--- config.mk ---
export PLATFORM = sky130hd
export DESIGN_NAME = dec_scan_ctrl_flat
export DESIGN_NICKNAME = d
export VERILOG_FILES = /design/src/rtl/dec_scan_ctrl_if.sv /design/src/rtl/dec_scan_ctrl.sv /design/src/flat_wrapper.sv
export SDC_FILE = /design/constraint.sdc
export NUM_CORES = 1
export LEC_CHECK = 0
export BUFFER_PORTS_ARGS = -buffer_cell sky130_fd_sc_hd__buf_2
export CORE_MARGIN = 2
export CORE_UTILIZATION = 28
export CTS_CLUSTER_DIAMETER = 40
export CTS_CLUSTER_SIZE = 25
export DETAILED_ROUTE_END_ITERATION = 8
export HOLD_SLACK_MARGIN = 0.15
export SLEW_MARGIN = 20
export SYNTH_ARGS = -nofsm -noshare
export SYNTH_HDL_FRONTEND = slang
export SYNTH_SLANG_ARGS = --single-unit
--- constraint.sdc ---
create_clock -name clk -period 3.51 [get_ports clk]
set_clock_uncertainty 0.1 [all_clocks]
set_input_delay 0.702 -clock clk [delete_from_list [all_inputs] [get_ports clk]]
set_output_delay 0.702 -clock clk [all_outputs]
set_load 0.01 [all_outputs]
--- src/rtl/dec_scan_ctrl_if.sv ---
// Digit-scan control bus: run/mask requests in, registered decoder select/enable and step pulses out.
interface dec_scan_ctrl_if;
    logic       i_run;
    logic [7:0] i_mask;
    logic [2:0] o_in;
    logic       o_en;
    logic       o_tick;
    logic       o_wrap;

    modport slave (
        input  i_run,
        input  i_mask,
        output o_in,
        output o_en,
        output o_tick,
        output o_wrap
    );

    modport master (
        output i_run,
        output i_mask,
        input  o_in,
        input  o_en,
        input  o_tick,
        input  o_wrap
    );
endinterface

--- src/rtl/dec_scan_ctrl.sv ---
// Digit-scan sequencer for a 3-to-8 decoder: steps through enabled indices with a
// programmable drive time per digit and an optional blanking gap before each slot.
module dec_scan_ctrl #(
    parameter int unsigned DIV       = 4,
    parameter int unsigned BLANK     = 1,
    parameter int unsigned NUM_DIGIT = 8
) (
    input  logic            clk,
    input  logic            rst,
    dec_scan_ctrl_if.slave  bus
);

    typedef enum logic [1:0] {
        IDLE  = 2'd0,
        GAP   = 2'd1,
        DRIVE = 2'd2
    } state_t;

    localparam int unsigned CNT_MAX    = (DIV > BLANK) ? DIV : BLANK;
    localparam int unsigned CW         = $clog2(CNT_MAX + 1);
    localparam int unsigned DIV_LAST   = DIV - 1;
    localparam int unsigned BLANK_LAST = (BLANK == 0) ? 0 : BLANK - 1;
    localparam logic [7:0]  DIGIT_MASK = 8'((9'(1) << NUM_DIGIT) - 9'(1));
    // Every slot begins in the gap unless blanking is disabled.
    localparam state_t      SLOT_START = (BLANK == 0) ? DRIVE : GAP;

    state_t          state_q, state_d;
    logic [CW-1:0]   cnt_q, cnt_d;
    logic [2:0]      in_q, in_d;
    logic            en_q, en_d;
    logic            tick_q, tick_d;
    logic            wrap_q, wrap_d;

    logic [7:0]      em_c;
    logic            any_c;
    logic            low_found_c;
    logic [2:0]      low_idx_c;
    logic            nxt_found_c;
    logic [2:0]      nxt_idx_c;

    // Effective mask, lowest enabled index, and next enabled index above o_in (wrapping).
    always_comb begin
        em_c        = bus.i_mask & DIGIT_MASK;
        any_c       = |em_c;
        low_found_c = 1'b0;
        low_idx_c   = '0;
        nxt_found_c = 1'b0;
        nxt_idx_c   = in_q;
        for (int unsigned k = 0; k < NUM_DIGIT; k++) begin
            if (!low_found_c && em_c[3'(k)]) begin
                low_found_c = 1'b1;
                low_idx_c   = 3'(k);
            end
        end
        for (int unsigned k = 1; k <= NUM_DIGIT; k++) begin
            if (!nxt_found_c && em_c[3'((32'(in_q) + k) % NUM_DIGIT)]) begin
                nxt_found_c = 1'b1;
                nxt_idx_c   = 3'((32'(in_q) + k) % NUM_DIGIT);
            end
        end
    end

    // Next-state and output logic; a stop request always wins over an advance.
    always_comb begin
        state_d = state_q;
        cnt_d   = cnt_q;
        in_d    = in_q;
        tick_d  = 1'b0;
        wrap_d  = 1'b0;
        en_d    = 1'b0;

        unique case (state_q)
            IDLE: begin
                if (bus.i_run && any_c) begin
                    in_d    = low_idx_c;
                    cnt_d   = '0;
                    state_d = SLOT_START;
                end
            end
            GAP: begin
                if (!bus.i_run) begin
                    state_d = IDLE;
                    cnt_d   = '0;
                end else if (cnt_q == CW'(BLANK_LAST)) begin
                    state_d = DRIVE;
                    cnt_d   = '0;
                end else begin
                    cnt_d = cnt_q + CW'(1);
                end
            end
            DRIVE: begin
                if (!bus.i_run) begin
                    state_d = IDLE;
                    cnt_d   = '0;
                end else if (cnt_q == CW'(DIV_LAST)) begin
                    cnt_d = '0;
                    if (!any_c) begin
                        state_d = IDLE;
                    end else begin
                        in_d    = nxt_idx_c;
                        tick_d  = 1'b1;
                        wrap_d  = (nxt_idx_c <= in_q);
                        state_d = SLOT_START;
                    end
                end else begin
                    cnt_d = cnt_q + CW'(1);
                end
            end
            default: begin
                state_d = IDLE;
                cnt_d   = '0;
            end
        endcase

        en_d = (state_d == DRIVE);
    end

    always_ff @(posedge clk or posedge rst) begin
        if (rst) begin
            state_q <= IDLE;
            cnt_q   <= '0;
            in_q    <= '0;
            en_q    <= 1'b0;
            tick_q  <= 1'b0;
            wrap_q  <= 1'b0;
        end else begin
            state_q <= state_d;
            cnt_q   <= cnt_d;
            in_q    <= in_d;
            en_q    <= en_d;
            tick_q  <= tick_d;
            wrap_q  <= wrap_d;
        end
    end

    assign bus.o_in   = in_q;
    assign bus.o_en   = en_q;
    assign bus.o_tick = tick_q;
    assign bus.o_wrap = wrap_q;

endmodule

--- src/flat_wrapper.sv ---
// flat-port wrapper written by rule: the top's interface ports become plain ports
module dec_scan_ctrl_flat 
#(
    parameter int unsigned DIV       = 4,
    parameter int unsigned BLANK     = 1,
    parameter int unsigned NUM_DIGIT = 8
)
  (clk, rst, bus_i_run, bus_i_mask, bus_o_in, bus_o_en, bus_o_tick, bus_o_wrap);
  dec_scan_ctrl_if bus_i ();
  input  logic clk;
  input  logic rst;
  input wire logic [$bits(bus_i.i_run)-1:0] bus_i_run;
  input wire logic [$bits(bus_i.i_mask)-1:0] bus_i_mask;
  output wire logic [$bits(bus_i.o_in)-1:0] bus_o_in;
  output wire logic [$bits(bus_i.o_en)-1:0] bus_o_en;
  output wire logic [$bits(bus_i.o_tick)-1:0] bus_o_tick;
  output wire logic [$bits(bus_i.o_wrap)-1:0] bus_o_wrap;
  assign bus_i.i_run = bus_i_run;
  assign bus_i.i_mask = bus_i_mask;
  assign bus_o_in = bus_i.o_in;
  assign bus_o_en = bus_i.o_en;
  assign bus_o_tick = bus_i.o_tick;
  assign bus_o_wrap = bus_i.o_wrap;
  dec_scan_ctrl #(.DIV(DIV), .BLANK(BLANK), .NUM_DIGIT(NUM_DIGIT)) u_core (.clk(clk), .rst(rst), .bus(bus_i));
endmodule
==> impl_metrics.csv, run 1 <==
group,metric,value,unit
status,outcome,"complete, no violations",
sta,finalSetupViolCount,0,
setup_path,r2r_cells,12,
clock_tree,cts-root-buf,"clkbuf_8",
routing,avgViaCountPerCell,5.23,
clock_tree,cts_num_sinks,11,
placed_design,place_area,1790,um2
clock_tree,htree_levels,1,
placed_design,place.detailed.hpwl,3.09,mm
finish,final_cells,278,
routing,drt-pass1-iter-count,4,
sta,rsz0062_at_grt,"no",
routing,vias,1455,
sta,max_slew_margin,69.7,%
global_routing,antenna_found_initial,0,
synthesis,ys_seq_elements,11,
global_routing,grt_pass1_wl,6.89,mm
routing,drc,0,
finish,seq_area,275,um2
synthesis,yosysTopAreaCellShare,17.6,%
finish,fin_nets,231,
global_routing,overflow,0,
clock_tree,clockBufferDepth,2,
sta,fmax,0.305,GHz
finish,stdcell_area,1840,um2
die,coreArea,5440,um2
placed_design,placedCellCount,274,
sta,period_minus_slack,3.28,ns
sta,hold_viol,0,
placed_design,gp_congestion,0.858,
power,irDropWorstVdd,0.000324,V
synthesis,ys_warn_count,0,
routing,antenna_left,0,
synthesis,syn_area_per_cell,8.75,um2
finish,multi_input_area,1170,um2
job,drv_cap,0,
clock_tree,cts_tree,"done",
sta,period_share,93.4,%
synthesis,synthArstFlopShare,100,%
synthesis,yosys-top-cells-area,"dfrtp_1 18%, mux4_2 14%, ha_1 10%",
synthesis,synth_area,1570,um2
setup_path,path_max_fanout,18,
clock_tree,cts_buffers,3,
die,fp.dieH,78.8,um
routing,wire_per_inst,14.0,um
die,pin_count,17,
clock_tree,clkLatencyLatePin,0.24,ns
sta,layout_setup_ws,0.233,ns
routing,first_iter_violations,83,
synthesis,synth_top_area_cell,"dfrtp_1",
synthesis,synth.net_count,203,
synthesis,yosysUniqueCellTypes,46,
sta,drv_slew,0,
global_routing,grt_usage,13.8,%
finish,drive_above_1_share,24.8,%
clock_tree,clk_pin_slew,0.05,ns
setup_path,r2r_slack,0.23,ns
synthesis,syn_inst,179,
sta,worst_pin_slew,0.454,ns
clock_tree,hold_buffers,0,
global_routing,first_global_vias,1445,
synthesis,seq_area_frac_synth,17.6,%
finish,n_antenna_cell,0,
placed_design,pre_cts_slack,0.0860,ns
setup_path,cp.arrival,3.30,ns
finish,synthToLayoutAreaGrowth,17.3,%
power,powerDensity,985,nW/um2
setup_path,reg2reg_to,"u_core.bus.o_wrap",
setup_path,start_kind,"register",
synthesis,synth_edf_count,0,
die,start_util,28.8,%
setup_path,cp_data_required_time,3.54,ns
global_routing,grt_max_degree,19,
hold_path,worst_hold_path_type,"input port to asynchronous set/reset pin",
placed_design,io_buffers,16,
die,std_cell_rows,27,
power,p_leak,0.831,nW
setup_path,r2r-start,"u_core.bus.o_in[0]",
setup_path,endpoint_kind,"register",
sta,fin_tns_setup,0,ns
setup_path,critPathKind,"register to register",
finish,n_fill_cell,541,
die,die_area,6210,um2
synthesis,ys.flop_type,"dfrtp_1",
routing,drt_wl_total,3.91,mm
die,die_w,78.8,um
power breakdown:
group	switching [mW]	internal, mW	leakage, nW
clock network	0.0483	0.0798	0.0228
logic	0.782	0.709	0.660
registers	0.0296	0.161	0.149
how the worst max path moves through the flow:
stage	start	to	slack [ns]	cells after the start
finish	u_core.bus.o_in[0]	u_core.bus.o_wrap	0.23	12
global route	u_core.bus.o_in[0]	u_core.bus.o_wrap	0.06	12
CTS	u_core.bus.o_in[0]	u_core.bus.o_wrap	0.23	12
detailed placement	bus_i_mask[7]	u_core.bus.o_wrap	0.09	12
global placement	bus_i_mask[7]	u_core.bus.o_wrap	0.09	12
floorplan	u_core.bus.o_in[1]	u_core.bus.o_wrap	0.06	15
critical path, stage by stage (launching register included):
cell and delay, ns:
dfrtp_1 0.35, buf_6 0.22, mux4_1 0.67, mux2_2 0.33, nor2_1 0.18, nand2_1 0.15, nor4_1 0.39, buf_4 0.18
nor2_1 0.04, ha_1 0.30, a21oi_1 0.06, a31oi_1 0.14, nor2_1 0.05
flip-flops by register name, indices dropped and copies added, names as in the netlist:
signal / flops
u_core.bus.o_en: 1
u_core.state_q: 2
u_core.bus.o_in: 3
u_core.cnt_q: 3
u_core.bus.o_wrap: 1
u_core.bus.o_tick: 1
layout by cell type, fill, tap and decap left out, types with 2 or more instances in the layout:
master     instances
nor2_1            26
inv_1             20
buf_2             16
nand2_1           12
ha_1              12
buf_4             12
dfrtp_1           11
mux4_2            10
o21ai_0            8
mux2i_1            8
a21oi_1            7
nand3_1            5
mux2_2             5
nand4_1            3
xnor2_1            3
clkbuf_8           3
nor4_1             2
mux2_4             2
and2_1             2
o2111ai_1          2
o41ai_1            2
a211oi_1           2
o221ai_1           2
o21bai_1           2
a31oi_1            2
o211ai_1           2
a21o_1             2
nor3_1             2
o31ai_1            2
per-layer routing:
layer	vias to the layer above	wire [um]	track usage [%]	part of all wire, %
met5	-	0	0	0
met1	694	1880	19.5	48
met3	4	105	2.50	2.7
met4	0	29	1.75	0.74
li1	727	-	-	-
met2	30	1890	22.6	48
through the flow:
stage          total power, mW  util [%]  hold WS, ns
6_report                  1.81      33.8        0.362
3_5_place_dp              1.66      32.9        0.418
5_1_grt                   1.99      33.8        0.407
4_1_cts                   1.80      33.7        0.385
3_3_place_gp              1.67      32.9        0.419
2_1_floorplan             1.31         -        0.384
cell usage after synthesis, types with 3 or more instances:
cell,instances
a21oi_1,7
nand3_1,5
xnor2_1,3
ha_1,13
dfrtp_1,11
mux2i_1,8
nand4_1,3
clkbuf_1,3
nand2_1,12
o21ai_0,8
inv_1,20
mux4_2,10
nor2_1,26
mux2_2,5
kinds of logic after synthesis:
| logic type | count (synthesis) | synth area share (%) |
|---|---|---|
| xor gates and xnor gates | 4 | 2.24 |
| AOI/OAI and AO/OA | 44 | 19.7 |
| buffers and inverters | 26 | 7.83 |
| adders and majority gates | 13 | 10.4 |
| muxes | 26 | 26.7 |
| and+or+nand+nor | 55 | 15.6 |
| DFF | 11 | 17.6 |
repair_timing:
action | CTS | global route
setup buffers | 0 | 0
setup endpoints to repair | 0 | 1
gates resized for setup | 0 | 2
area by class of cell:
cell class,instances,share of cell area [%]
sequential,11,15.0
multi-input combinational,142,63.7
tap,72,4.90
timing repair buffer,29,9.87
clock buffer,4,2.45
inverter,20,4.08
Power figures use the tool's default switching activity.
==> inputs of run 2 (changes only) <==
Clock period 3.51 ns to 2.86 ns, I/O delays scaled along.
==> impl_metrics.csv, run 2 (same netlist as run 1, synthesis figures left out) <==
group,metric,value,unit
finish,n_fill_cell,551,
setup_path,critPathKind,"register to register",
placed_design,place_area,2070,um2
placed_design,gp_congestion,0.960,
hold_path,worst_hold_path_type,"input port to asynchronous set/reset pin",
setup_path,cpPeakStageDelay,0.56,ns
routing,wire_per_inst,13.7,um
sta,rsz0062_at_grt,"yes",
routing,avgViaCountPerCell,5.20,
power,irDropWorstVdd,0.000346,V
sta,layout_setup_ws,-0.0911,ns
die,start_util,28.8,%
status,outcome,"finished with violations",
sta,finalSetupViolCount,1,
die,std_cell_rows,27,
sta,max_slew_margin,67.2,%
setup_path,cp.arrival,3.03,ns
clock_tree,clkLatencyLatePin,0.24,ns
power,p_int,1.50,mW
finish,mostFrequentLayoutCells,"41 x buf_4, 25 x nor2_1, 17 x inv_1, 16 x buf_2, 12 x ha_1",
sta,hold_viol,0,
sta,drv_slew,0,
placed_design,pre_cts_slack,-0.225,ns
clock_tree,cts_num_sinks,11,
die,die_area,6210,um2
sta,whs,0.225,ns
global_routing,grt_usage,14.3,%
global_routing,first_global_vias,1531,
routing,drt-pass1-iter-count,4,
clock_tree,cts-root-buf,"clkbuf_8",
power,p_sw_share,44.7,%
placed_design,placedCellCount,304,
placed_design,place.detailed.hpwl,3.36,mm
routing,first_iter_violations,133,
clock_tree,clk_pin_slew,0.05,ns
clock_tree,cts_tree,"done",
routing,drc,0,
status,violations,"negative setup slack",
die,fp.dieH,78.8,um
setup_path,r2r_cells,13,
routing,vias,1602,
power,p_leak,1.01,nW
job,drv_cap,0,
finish,n_antenna_cell,0,
setup_path,endpoint_kind,"register",
setup_path,cp_data_required_time,2.94,ns
finish,synthToLayoutAreaGrowth,37.7,%
sta,fmax,0.339,GHz
setup_path,cp_cell_sequence,"buf_12 -> mux4_2 -> buf_6 -> nand2_1 -> o41ai_1 -> a311oi_1 -> o22a_1 -> o22ai_2 -> ha_1 -> a21o_1 -> a21oi_1 -> a31oi_1 -> nor2_1",
sta,fin_tns_setup,-0.0911,ns
sta,worst_pin_slew,0.490,ns
die,coreArea,5440,um2
routing,drt_wl_total,4.22,mm
finish,final_util,39.7,%
clock_tree,clockBufferDepth,2,
global_routing,overflow,0,
global_routing,grt_pass1_wl,7.20,mm
power,p_comb_share,84.5,%
power,powerDensity,1260,nW/um2
routing,antenna_left,0,
global_routing,grt_max_degree,14,
power,finalPower,2.72,mW
clock_tree,cts_buffers,3,
power,p_seq_share,9.5,%
finish,stdcell_area,2160,um2
power,clkPwrFrac,6.0,%
setup_path,start_kind,"register",
sta,period_share,103,%
finish,fin_nets,261,
setup_path,path_max_fanout,13,
die,pin_count,17,
finish,drive_above_1_share,41.1,%
placed_design,io_buffers,16,
power,p_sw,1.21,mW
sta,period_minus_slack,2.95,ns
clock_tree,htree_levels,1,
finish,final_cells,308,
clock_tree,cts_setup_buffers,0,
setup_path,cp_slowest_cell,"mux4_2",
global_routing,antenna_found_initial,0,
finish,layout.cells.most_common,"buf_4",
die,die_w,78.8,um
## run 2: cell count changes in the layout (fill, tap and decap cells not counted), moves of 2 or more
| cell | previous run | this run |
|---|---|---|
| mux2_4 | 2 | 5 |
| buf_4 | 12 | 41 |
| dfrtp_1 | 11 | 9 |
| dfrtp_2 | 0 | 2 |
| mux2_2 | 5 | 2 |
| inv_1 | 20 | 17 |
| inv_2 | 0 | 2 |
| xnor2_2 | 0 | 2 |
| xnor2_1 | 3 | 1 |
## run 2: area by class of cell
| cell class | instances | area [um2] | share of cell area, % |
|---|---|---|---|
| Multi-Input combinational cell | 142 | 1250 | 57.8 |
| Sequential cell | 11 | 278 | 12.9 |
| Inverter | 20 | 77.6 | 3.60 |
| Tap cell | 72 | 90.1 | 4.18 |
| Clock buffer | 4 | 45.0 | 2.09 |
| Timing Repair Buffer | 59 | 419 | 19.4 |
## run 2: path summary, 6_finish.rpt
path | startpoint | end | slack (ns)
setup / recovery | u_core.bus.o_in[0] | u_core.bus.o_wrap | -0.09
hold / removal | rst | u_core.bus.o_in[2] | 0.23
setup reg to reg | u_core.bus.o_in[0] | u_core.bus.o_wrap | -0.09
hold reg to reg | u_core.cnt_q[0] | u_core.cnt_q[0] | 0.44
max in group asynchronous | rst | u_core.bus.o_in[0] | 2.09
min in group clk | u_core.cnt_q[0] | u_core.cnt_q[0] | 0.44
## run 2: repair_timing
item	4_1_cts	5_1_grt
hold buffers	0	0
setup endpoints to repair	1	1
gates resized for setup	9	2
pin swaps	0	1
hold endpoints to repair	0	0
## run 2: power by group through the flow
stage               sequential (mW)  clock (mW)  combinational (mW)
finish                        0.257       0.163                2.30
global route                  0.266       0.181                2.52
CTS                           0.255       0.170                2.27
detailed placement            0.256           0                2.20
global placement              0.255           0                2.20
floorplan                     0.255           0                1.48
## run 2: critical path, delay by kind of cell, from the launching register on
| family | cells | cell delay, ns |
|---|---|---|
| AO/OA/AOI/OAI | 7 | 1.02 |
| adder cells (fa/ha/maj) | 1 | 0.29 |
| AND/OR/NAND/NOR | 2 | 0.16 |
| buffers and inverters | 2 | 0.33 |
| multiplexers | 1 | 0.56 |
| flip-flops | 1 | 0.41 |
## run 2: layer usage
metal	vias up	wire (um)	global-route usage, %
li1	788	-	-
met1	757	1960	18.9
met2	46	2010	23.8
met3	11	153	2.61
met4	0	99	4.56
met5	-	0	0
==> inputs of run 3 (changes only) <==
Settings changed: CAP_MARGIN set to 15, CELL_PAD_IN_SITES_DETAIL_PLACEMENT set to 0, CELL_PAD_IN_SITES_GLOBAL_PLACEMENT set to 1, CORE_MARGIN 2 to unset, PLACE_DENSITY_LB_ADDON set to 0.1.
==> impl_metrics.csv, run 3 (same netlist as run 1, synthesis figures left out) <==
group,metric,value,unit
global_routing,first_global_vias,1533,
setup_path,start_kind,"register",
finish,drive_above_1_share,41.4,%
sta,whs,0.224,ns
die,std_cell_rows,26,
global_routing,overflow,0,
clock_tree,cts_setup_buffers,0,
global_routing,antenna_found_initial,0,
status,violations,"negative setup slack",
routing,drc,0,
placed_design,io_buffers,16,
setup_path,endpoint_kind,"register",
clock_tree,cts_num_sinks,11,
placed_design,gp_congestion,0.956,
setup_path,r2r_slack,-0.14,ns
setup_path,critPathTopFamily,"multiplexers",
power,clkPwrFrac,5.5,%
finish,final_cells,307,
setup_path,worstSetupStartpoint,"u_core.bus.o_in[0]",
sta,rsz0062_at_grt,"yes",
routing,avgViaCountPerCell,5.27,
clock_tree,clockBufferDepth,2,
sta,hold_viol,0,
die,die_area,5900,um2
finish,synthToLayoutAreaGrowth,38.1,%
global_routing,grt_pass1_wl,7.63,mm
global_routing,grt_usage,16.2,%
finish,seq_area,278,um2
routing,first_iter_violations,72,
power,powerDensity,1300,nW/um2
finish,multi_input_area,1250,um2
finish,n_fill_cell,538,
sta,layout_setup_ws,-0.138,ns
power,finalPower,2.81,mW
global_routing,met3_usage,1.55,%
clock_tree,cts_buffers,3,
power,p_int,1.55,mW
die,start_util,29.9,%
power,p_leak,1.02,nW
sta,fmax,0.334,GHz
die,coreArea,5240,um2
sta,fin_tns_setup,-0.138,ns
die,fp.dieH,76.8,um
setup_path,worst-path-buf-inv,1,
global_routing,grt_max_degree,14,
sta,period_minus_slack,3.00,ns
die,pin_count,17,
finish,mostFrequentLayoutCells,"42 x buf_4, 25 x nor2_1, 17 x inv_1, 16 x buf_2, 12 x ha_1",
setup_path,cp_slowest_cell,"mux4_2",
setup_path,path_max_fanout,13,
clock_tree,cts_tree,"done",
sta,max_slew_margin,66.6,%
global_routing,top_usage_layer,"met2",
setup_path,cp_cell_sequence,"buf_12 -> mux4_2 -> mux2_4 -> nor2_4 -> a21oi_1 -> o22a_1 -> o22ai_2 -> ha_1 -> a21o_1 -> a21oi_2 -> a31oi_1 -> nor2_1",
global_routing,use_met2,26.1,%
routing,drt-pass1-iter-count,4,
sta,drv_slew,0,
routing,antenna_left,0,
routing,vias,1617,
routing,drt_wl_total,4.64,mm
finish,n_antenna_cell,0,
sta,period_share,105,%
placed_design,placedCellCount,303,
clock_tree,htree_levels,1,
power,p_seq_share,9.2,%
finish,final_util,41.3,%
setup_path,critPathKind,"register to register",
hold_path,worst_hold_path_type,"input port to asynchronous set/reset pin",
global_routing,grt_use_met1,23.0,%
clock_tree,cts-root-buf,"clkbuf_8",
power,irDropWorstVdd,0.000414,V
sta,finalSetupViolCount,1,
routing,wire_per_inst,15.1,um
finish,layout.cells.most_common,"buf_4",
power,p_sw_share,45.0,%
power,p_comb_share,85.3,%
power,p_sw,1.27,mW
sta,worst_pin_slew,0.499,ns
die,die_w,76.8,um
status,outcome,"finished with violations",
finish,fin_nets,262,
setup_path,r2r-start,"u_core.bus.o_in[0]",
placed_design,place.detailed.hpwl,3.82,mm
clock_tree,clk_pin_slew,0.05,ns
clock_tree,clkLatencyLatePin,0.24,ns
job,drv_cap,0,
setup_path,cpPeakStageDelay,0.56,ns
setup_path,cp.arrival,3.06,ns
setup_path,cp_data_required_time,2.92,ns
## run 3: repair_timing
action,in CTS,in global routing
gates resized for setup,7,4
hold buffers,0,0
endpoints found under the setup margin,1,2
pin swaps,1,0
## run 3: layout make-up
class                   count  share of cell area [%]
multi-input cells         142                    57.7
flip-flops and latches     11                    12.8
well taps                  70                    4.05
inverters                  20                    3.59
repair buffers             60                    19.7
clock buffers               4                    2.08
## run 3: through the flow
step	cell area [um2]	setup slack [ns]
2_1_floorplan	1620	-0.262
3_3_place_gp	2070	-0.310
5_1_grt	2160	-0.290
6_report	2160	-0.138
3_5_place_dp	2070	-0.343
4_1_cts	2140	-0.159
## run 3: path summary, 6_finish.rpt
path / endpoint / cells after the start
worst max-delay path: u_core.bus.o_wrap / 12
worst min-delay path: u_core.bus.o_en / 2
worst max register to register: u_core.bus.o_wrap / 12
worst min register to register: u_core.cnt_q[0] / 1
max in group asynchronous: u_core.bus.o_in[1] / 2
min in group clk: u_core.cnt_q[0] / 1
## run 3: power by group through the flow
| stage | combinational (mW) | sequential [mW] | clock, mW |
|---|---|---|---|
| 2_1_floorplan | 1.48 | 0.255 | 0 |
| 3_5_place_dp | 2.29 | 0.258 | 0 |
| 5_1_grt | 2.62 | 0.265 | 0.170 |
| 6_report | 2.40 | 0.258 | 0.155 |
| 4_1_cts | 2.34 | 0.260 | 0.158 |
| 3_3_place_gp | 2.29 | 0.257 | 0 |
## run 3: metal layers
metal / vias to the layer above / wire length (um)
li1: 789 / -
met1: 790 / 2300
met2: 34 / 2160
met3: 4 / 130
met4: 0 / 49
met5: - / 0
